$ cat config.mk
export PLATFORM = sky130hd
export DESIGN_NAME = reservation_station
export DESIGN_NICKNAME = d
export VERILOG_FILES = /design/src/rtl/reservation_station.sv
export SDC_FILE = /design/constraint.sdc
export NUM_CORES = 2
export LEC_CHECK = 0
export CORE_MARGIN = 8
export CORE_UTILIZATION = 60
export DETAILED_ROUTE_END_ITERATION = 8
export PLACE_DENSITY_LB_ADDON = 0.12
export RECOVER_POWER = 25
export SETUP_SLACK_MARGIN = 0.05
export SLEW_MARGIN = 5
export SYNTH_ARGS = -nofsm -noshare
export SYNTH_HDL_FRONTEND = slang
export SYNTH_SLANG_ARGS = --single-unit
$ cat constraint.sdc
create_clock -name clk_in -period 13.9 [get_ports clk_in]
set_input_delay 2.78 -clock clk_in [delete_from_list [all_inputs] [get_ports clk_in]]
set_output_delay 2.78 -clock clk_in [all_outputs]
set_load 0.02 [all_outputs]
$ cat src/rtl/reservation_station.sv
// reservation_station: out-of-order issue buffer for the integer ALU; snoops the CDB to resolve
// pending operand tags and dispatches the lowest-index ready entry as a registered one-cycle pulse.
module reservation_station #(
  parameter int RS_SIZE = 8
) (
  input  logic        clk_in,
  input  logic        rst_in,
  input  logic        rdy_in,
  input  logic        flush,
  input  logic        issue_valid,
  input  logic [31:0] issue_rob_id,
  input  logic [4:0]  issue_type,
  input  logic        issue_qj_busy,
  input  logic        issue_qk_busy,
  input  logic [31:0] issue_qj,
  input  logic [31:0] issue_qk,
  input  logic [31:0] issue_vj,
  input  logic [31:0] issue_vk,
  input  logic [31:0] issue_imm,
  output logic        full,
  input  logic        cdb_valid,
  input  logic [31:0] cdb_rob_id,
  input  logic [31:0] cdb_value,
  output logic        alu_en,
  output logic [31:0] alu_rob_id,
  output logic [31:0] alu_data_j,
  output logic [31:0] alu_data_k,
  output logic [31:0] alu_imm,
  output logic [4:0]  alu_type
);
  localparam int IW = $clog2(RS_SIZE);
  logic [RS_SIZE-1:0] busy_q, busy_d, qj_busy_q, qk_busy_q, ready;
  logic [31:0] rob_q [RS_SIZE];
  logic [31:0] qj_q [RS_SIZE];
  logic [31:0] qk_q [RS_SIZE];
  logic [31:0] vj_q [RS_SIZE];
  logic [31:0] vk_q [RS_SIZE];
  logic [31:0] imm_q [RS_SIZE];
  logic [4:0]  type_q [RS_SIZE];
  logic [IW-1:0] sel, free;
  logic do_issue, fwd_j, fwd_k;

  assign ready = busy_q & ~qj_busy_q & ~qk_busy_q;
  assign full = &busy_q;
  assign do_issue = issue_valid && !full;
  assign fwd_j = cdb_valid && issue_qj_busy && issue_qj == cdb_rob_id;
  assign fwd_k = cdb_valid && issue_qk_busy && issue_qk == cdb_rob_id;

  // descending scan so the lowest index wins; sel is always busy and free never is, so they cannot collide
  always_comb begin
    sel = '0;
    free = '0;
    for (int i = RS_SIZE - 1; i >= 0; i--) begin
      if (ready[i]) sel = IW'(i);
      if (!busy_q[i]) free = IW'(i);
    end
    busy_d = busy_q;
    if (|ready) busy_d[sel] = 1'b0;
    if (do_issue) busy_d[free] = 1'b1;
  end

  always_ff @(posedge clk_in or posedge rst_in) begin
    if (rst_in) begin
      busy_q <= '0;
      alu_en <= 1'b0;
      alu_rob_id <= '0;
      alu_data_j <= '0;
      alu_data_k <= '0;
      alu_imm <= '0;
      alu_type <= '0;
    end else if (rdy_in) begin
      if (flush) begin
        busy_q <= '0;
        alu_en <= 1'b0;
      end else begin
        busy_q <= busy_d;
        alu_en <= |ready;
        if (|ready) begin
          alu_rob_id <= rob_q[sel];
          alu_data_j <= vj_q[sel];
          alu_data_k <= vk_q[sel];
          alu_imm <= imm_q[sel];
          alu_type <= type_q[sel];
        end
      end
    end
  end

  // entry payload is only meaningful while busy, so it needs no reset
  always_ff @(posedge clk_in) begin
    if (rdy_in && !flush) begin
      for (int i = 0; i < RS_SIZE; i++) begin
        if (busy_q[i] && qj_busy_q[i] && cdb_valid && qj_q[i] == cdb_rob_id) begin
          vj_q[i] <= cdb_value;
          qj_busy_q[i] <= 1'b0;
        end
        if (busy_q[i] && qk_busy_q[i] && cdb_valid && qk_q[i] == cdb_rob_id) begin
          vk_q[i] <= cdb_value;
          qk_busy_q[i] <= 1'b0;
        end
      end
      if (do_issue) begin
        rob_q[free] <= issue_rob_id;
        type_q[free] <= issue_type;
        imm_q[free] <= issue_imm;
        qj_q[free] <= issue_qj;
        qk_q[free] <= issue_qk;
        qj_busy_q[free] <= issue_qj_busy && !fwd_j;
        qk_busy_q[free] <= issue_qk_busy && !fwd_k;
        vj_q[free] <= fwd_j ? cdb_value : issue_vj;
        vk_q[free] <= fwd_k ? cdb_value : issue_vk;
      end
    end
  end
endmodule

======== Word level (Yosys, flattened, before mapping) ========
Memories as Yosys holds them, arrays and structs flattened. A register that Yosys moved wholly into a read port is not among the register bits.
Index checks and enable logic that the tools add are counted.
word-level totals
  RAM bits ................................ 1576
  input bits .............................. 269
  memories kept ........................... 7
  output and inout port bits .............. 135
  register bits after elaboration ......... 25
memories
  name         depth  width  read ports  clocked after memory_dff  wr ports  RTL line  RTL
  imm_q        8      32     1           1                         1         38        logic [31:0] imm_q [RS_SIZE];
  qj_q         8      32     8           0                         1         34        logic [31:0] qj_q [RS_SIZE];
  qk_q         8      32     8           0                         1         35        logic [31:0] qk_q [RS_SIZE];
  rob_q        8      32     1           1                         1         33        logic [31:0] rob_q [RS_SIZE];
  vj_q         8      32     1           1                         9         36        logic [31:0] vj_q [RS_SIZE];
  vk_q         8      32     1           1                         9         37        logic [31:0] vk_q [RS_SIZE];
  +1 memories  --     --     --          --                        --        --
cells by class
  reductions and logical operators ........ 65
  muxes and demuxes ....................... 113
  equality and inequality tests ........... 18
  bitwise operators ....................... 8
  magnitude comparators ................... 4
operators by type and width
  operator                                                           number
  == test 32 bit                                                     18
  2-to-1 mux 1 bit                                                   86
  2-to-1 mux 32 bit                                                  2
  logical AND 1 bit                                                  58
  2-to-1 mux 3 bit                                                   16
  2-to-1 mux 8 bit                                                   5
  AND 8 bit                                                          3
  NOT 8 bit                                                          3
  bitwise mux 8 bit                                                  2
  < comparator 3 x 4 -> 1 bit, second input constant                 2
  OR 8 bit                                                           1
  AND reduction 8 bit                                                1
  OR reduction 8 bit                                                 1
  demux 1 bit (select 3 bit)                                         2
  greater-or-equal comparator 3 x 1 -> 1 bit, second input constant  2
  zero test 1 bit                                                    4
  AND reduction 3 bit                                                1
  NOT 1 bit                                                          1

======== Depth between registers and ports, before layout ========
  word-level depth ........................ 21
  depth in mapped cells ................... 10
  gate-level depth less buffers ........... 7

======== Worst setup path after synthesis ========
Ideal clock, no wire load.
  path kind ............................... input port to flip-flop
  start ................................... input flush
  end ..................................... memory vj_q[1][10] (data pin)
  arrival ................................. 13760 ps
  stages on the path ...................... 7
  setup slack ............................. -122 ps
  cells stage by stage .................... nand2b_1 clkbuf_1 nor3_1 and2_1 clkbuf_1 buf_2 mux2_1
RTL lines
  what         RTL line  RTL
  from (decl)  9         input logic flush,
  to (decl)    36

==> metrics.md <==
| Metric | Value |
|---|---|
| CP Launch Point | rst_in |
| VDD IR max | 131 uV |
| Core area | 123000 sq um |
| Routed WL | between 200000 and 250000 um |
| Post-DR wirelength/cell | ~32 um |
| Family with the most delay on the worst path | buffers and inverters |
| Post-synthesis cell area | approximately 74000 sq um |
| Final number of max-transition violations | 72 |
| Min-delay worst type | flop to flop |
| Fin Clk Skew | roughly 0.027 ns |
| Fin Setup TNS | 0 ns |
| Setup violators final | 0 |
| Max-Cap Viols | 1 |
| Hold Violations, Final | 0 |
| Failing checks | capacitance limit, slew limit |
| Worst Path Buf+Inv | 4 |
| Clock power share | 39.2% |
| Post-CTS Resized | 0 |
| Leakage | 0.0279 uW |
| Seq cells post-synth | 1734 |
| Status | finished, violations left |
| Antenna Nets Post-Route | 0 |
| Global-route wire length before repair | between 300000 and 400000 um |
| Slew Limit Headroom | -204% |
| Achievable Freq | 150 MHz |
| Setup Fix Bufs, Post-CTS | 0 |
| Register share of total power | between 50% and 60% |
| Tightest hold margin | 0.497 ns |
| Max Root-Sink Buffers | 3 |
| DR pass1 iterations | 6 |
| Footprint of the multi-input gates | between 20000 and 25000 sq um |
| Vias in the first global route | 46900 |
| PwrDens | approximately 140 nW/um^2 |
| Crit path max-delay cell type | clkinvlp_2 |
| CTS sink cnt | 1734 |
| Power Total | 11900 uW |
| Most common cell in the netlist | edfxtp_1 |
| Final std cells w/o fill | 7027 |
| Initial antenna violation count | 46 |
| Leading area contributor after synthesis | edfxtp_1 |
| Syn nets | between 5000 and 6000 |
| Sw frac | 23.6% |
| Ys flop type | edfxtp_1 |
| CTS tree | done |
| Die area | between 100000 and 150000 sq um |
| FF/Latch Area | 51400 sq um |
| Synth top area cells | edfxtp_1 (65%), mux2_1 (6.2%), dfrtp_1 (4.8%) |
| Worst hold stages | 1 |
| Switch Pwr | 2800 uW |
| Io pins | 404 |
| Hold_buf cts | 0 |
| Post-synthesis sequential area ratio | 69.4% |
| Library cells used by synthesis | 56 |
| Initial detailed-routing violation count | 5428 |
| Share of post-route cells with drive strength above 1 | 9.71% |
| Critical Path AT | 7.52 ns |
| Chip Width | 367 um |
| Fin crit share | between 40% and 50% |
| CP Cell Sequence | dlygate4sd3_1 -> clkinvlp_2 -> buf_4 -> buf_4 |
| Synth Instances | a little under 5000 |
| GPL Wtd Cong | 0.839 |
| Final nets | roughly 5500 |
| RSZ-0062 raised after global routing | false |
| Clock Tree Root | clkbuf_16 |
| Asr flop ratio synth | under 10% |
| Clock Latency Late Sink | 0.81 ns |
| Largest net degree at the start of global routing | approximately 160 |
| DR vias | approximately 46000 |
| Worst Max-Slew Pin Slew | 4.54 ns |
| CP Launch Type | input port |
| Crit path top cell by count | buf_4 |
| Detail Placement HPWL | between 100000 and 150000 um |
| Hold path startpoint | alu_rob_id[25] |
| Top cell type's share of synthesized area | 64.6% |
| Crit. End Element | asynchronous set/reset pin |
| Total CTS buffers | between 150 and 200 |
| Die H | 367 um |
| WP data required | 14.76 ns |
| Ys Warns | 0 |
| Post-synth top cells | edfxtp_1 (1592), nand2_1 (470), mux2_1 (409) |
| Reg2reg end | vk_q[2][12] |
| Mean Syn Cell Area | 15.2 sq um |
| Reg2Reg Setup Slack | ~9.5 ns |
| GRT Total Usage | 32.2% |
| Critical Path Fanout Max | 71 |
| Total grt overflow | 0 |
| Min Tclk post-route | about 6.7 ns |
| Setup crit end | alu_rob_id[18] |
| Clock transition at the registers of the reported paths | about 0.060 ns |
| Row count | between 100 and 150 |
| Post-route DRC | 0 |
| Crit Path Category | input port to asynchronous set/reset pin |
| Max stage delay on crit path | 2.50 ns |
| Vias/cell | 6.61 |
| Worst r2r src | busy_q[0] |
| # H-tree levels | 4 |
| Fill cells | 8348 |
| Comb power frac | between 10% and 20% |
| Number of synthesized flops with an enable pin | 1592 |
| Critical path depth | 4 |
| Area Overhead vs Synth | 15.4% |
| R2r worst-path depth | 6 |
| Placed Instances | 6664 |
| Count of buffers from port buffering | 403 |
| Initial core utilization | roughly 60% |
| Int Pwr | 9060 uW |
## cell families after synthesis
kind of cell	after synthesis	synth area share (%)
AOI/OAI and AO/OA	860	8.11
DFF	1734	69.4
muxes	560	8.60
buffers and inverters	363	2.25
and+or+nand+nor	774	4.81
xor gates and xnor gates	575	6.81
## layer usage
metal | up-vias | share of wire (%) | track usage (%)
li1 | 19400 | - | -
met1 | 23600 | 38 | 42.8
met2 | 2871 | 47 | 50.7
met3 | 534 | 11 | 8.58
met4 | 20 | 3.8 | 13.2
met5 | - | 0.064 | 0
## cell usage in the layout, fill, tap and decap left out, drive strengths merged, types with 142 or more instances in the layout
cell type      synthesis  layout
a21oi                230     230
clkbuf               176     252
clkdlybuf4s50          0     292
dfrtp                142     142
edfxtp              1592    1592
mux2                 512     512
nand2                470     470
o21ai                169     169
xnor2                327     327
xor2                 248     248
## sequential cells by signal, indices dropped and copies added, names as in the netlist, 32 cells and up
register,flops
alu_imm,32
alu_rob_id,32
alu_data_j,32
imm_q,256
qj_q,256
rob_q,256
alu_data_k,32
vk_q,256
vj_q,256
type_q,40
qk_q,256
## how the worst min path moves through the flow
stage                           to  slack, ns
floorplan                busy_q[5]       0.51
global placement     alu_data_k[1]       0.48
detailed placement     alu_imm[11]       0.49
CTS                    alu_imm[11]       0.50
global route        alu_data_j[31]       0.51
finish              alu_rob_id[25]       0.50
## worst reg2reg max path: stages (launching register included)
cell and delay (ns):
dfrtp_1 0.55, nand2_1 0.27, nor3b_1 0.84, nand2_1 0.29, inv_6 0.66, and2_2 1.10, mux2_1 0.43
## per-stage QoR
stage / util [%] / instance area (sq um) / setup WS [ns]
final: 69.4 / 85400 / 7.24
after global routing: 69.4 / 85300 / 6.73
after CTS: 69.4 / 85300 / 7.72
after detailed placement: 64.8 / 79700 / 6.87
after global placement: 64.8 / 79700 / 6.92
after floorplan: - / 74000 / 3.13
## cell type report
cell class	instances	share of cell area, %
well taps	1637	2.40
diodes	34	0.0997
flip-flops and latches	1734	60.2
multi-input cells	2769	24.9
inverters	10	0.0748
clock buffers	241	5.68
repair buffers	514	5.70
clock inverters	88	0.950
## power by group through the flow
stage	combinational, uW	sequential (uW)	clock [uW]
floorplan	389	6250	0
global placement	1170	6120	0
detailed placement	1190	6130	0
CTS	1200	6020	4680
global route	1250	6030	4890
finish	1190	6020	4650
No activity file was read; power rests on OpenSTA's default activity.
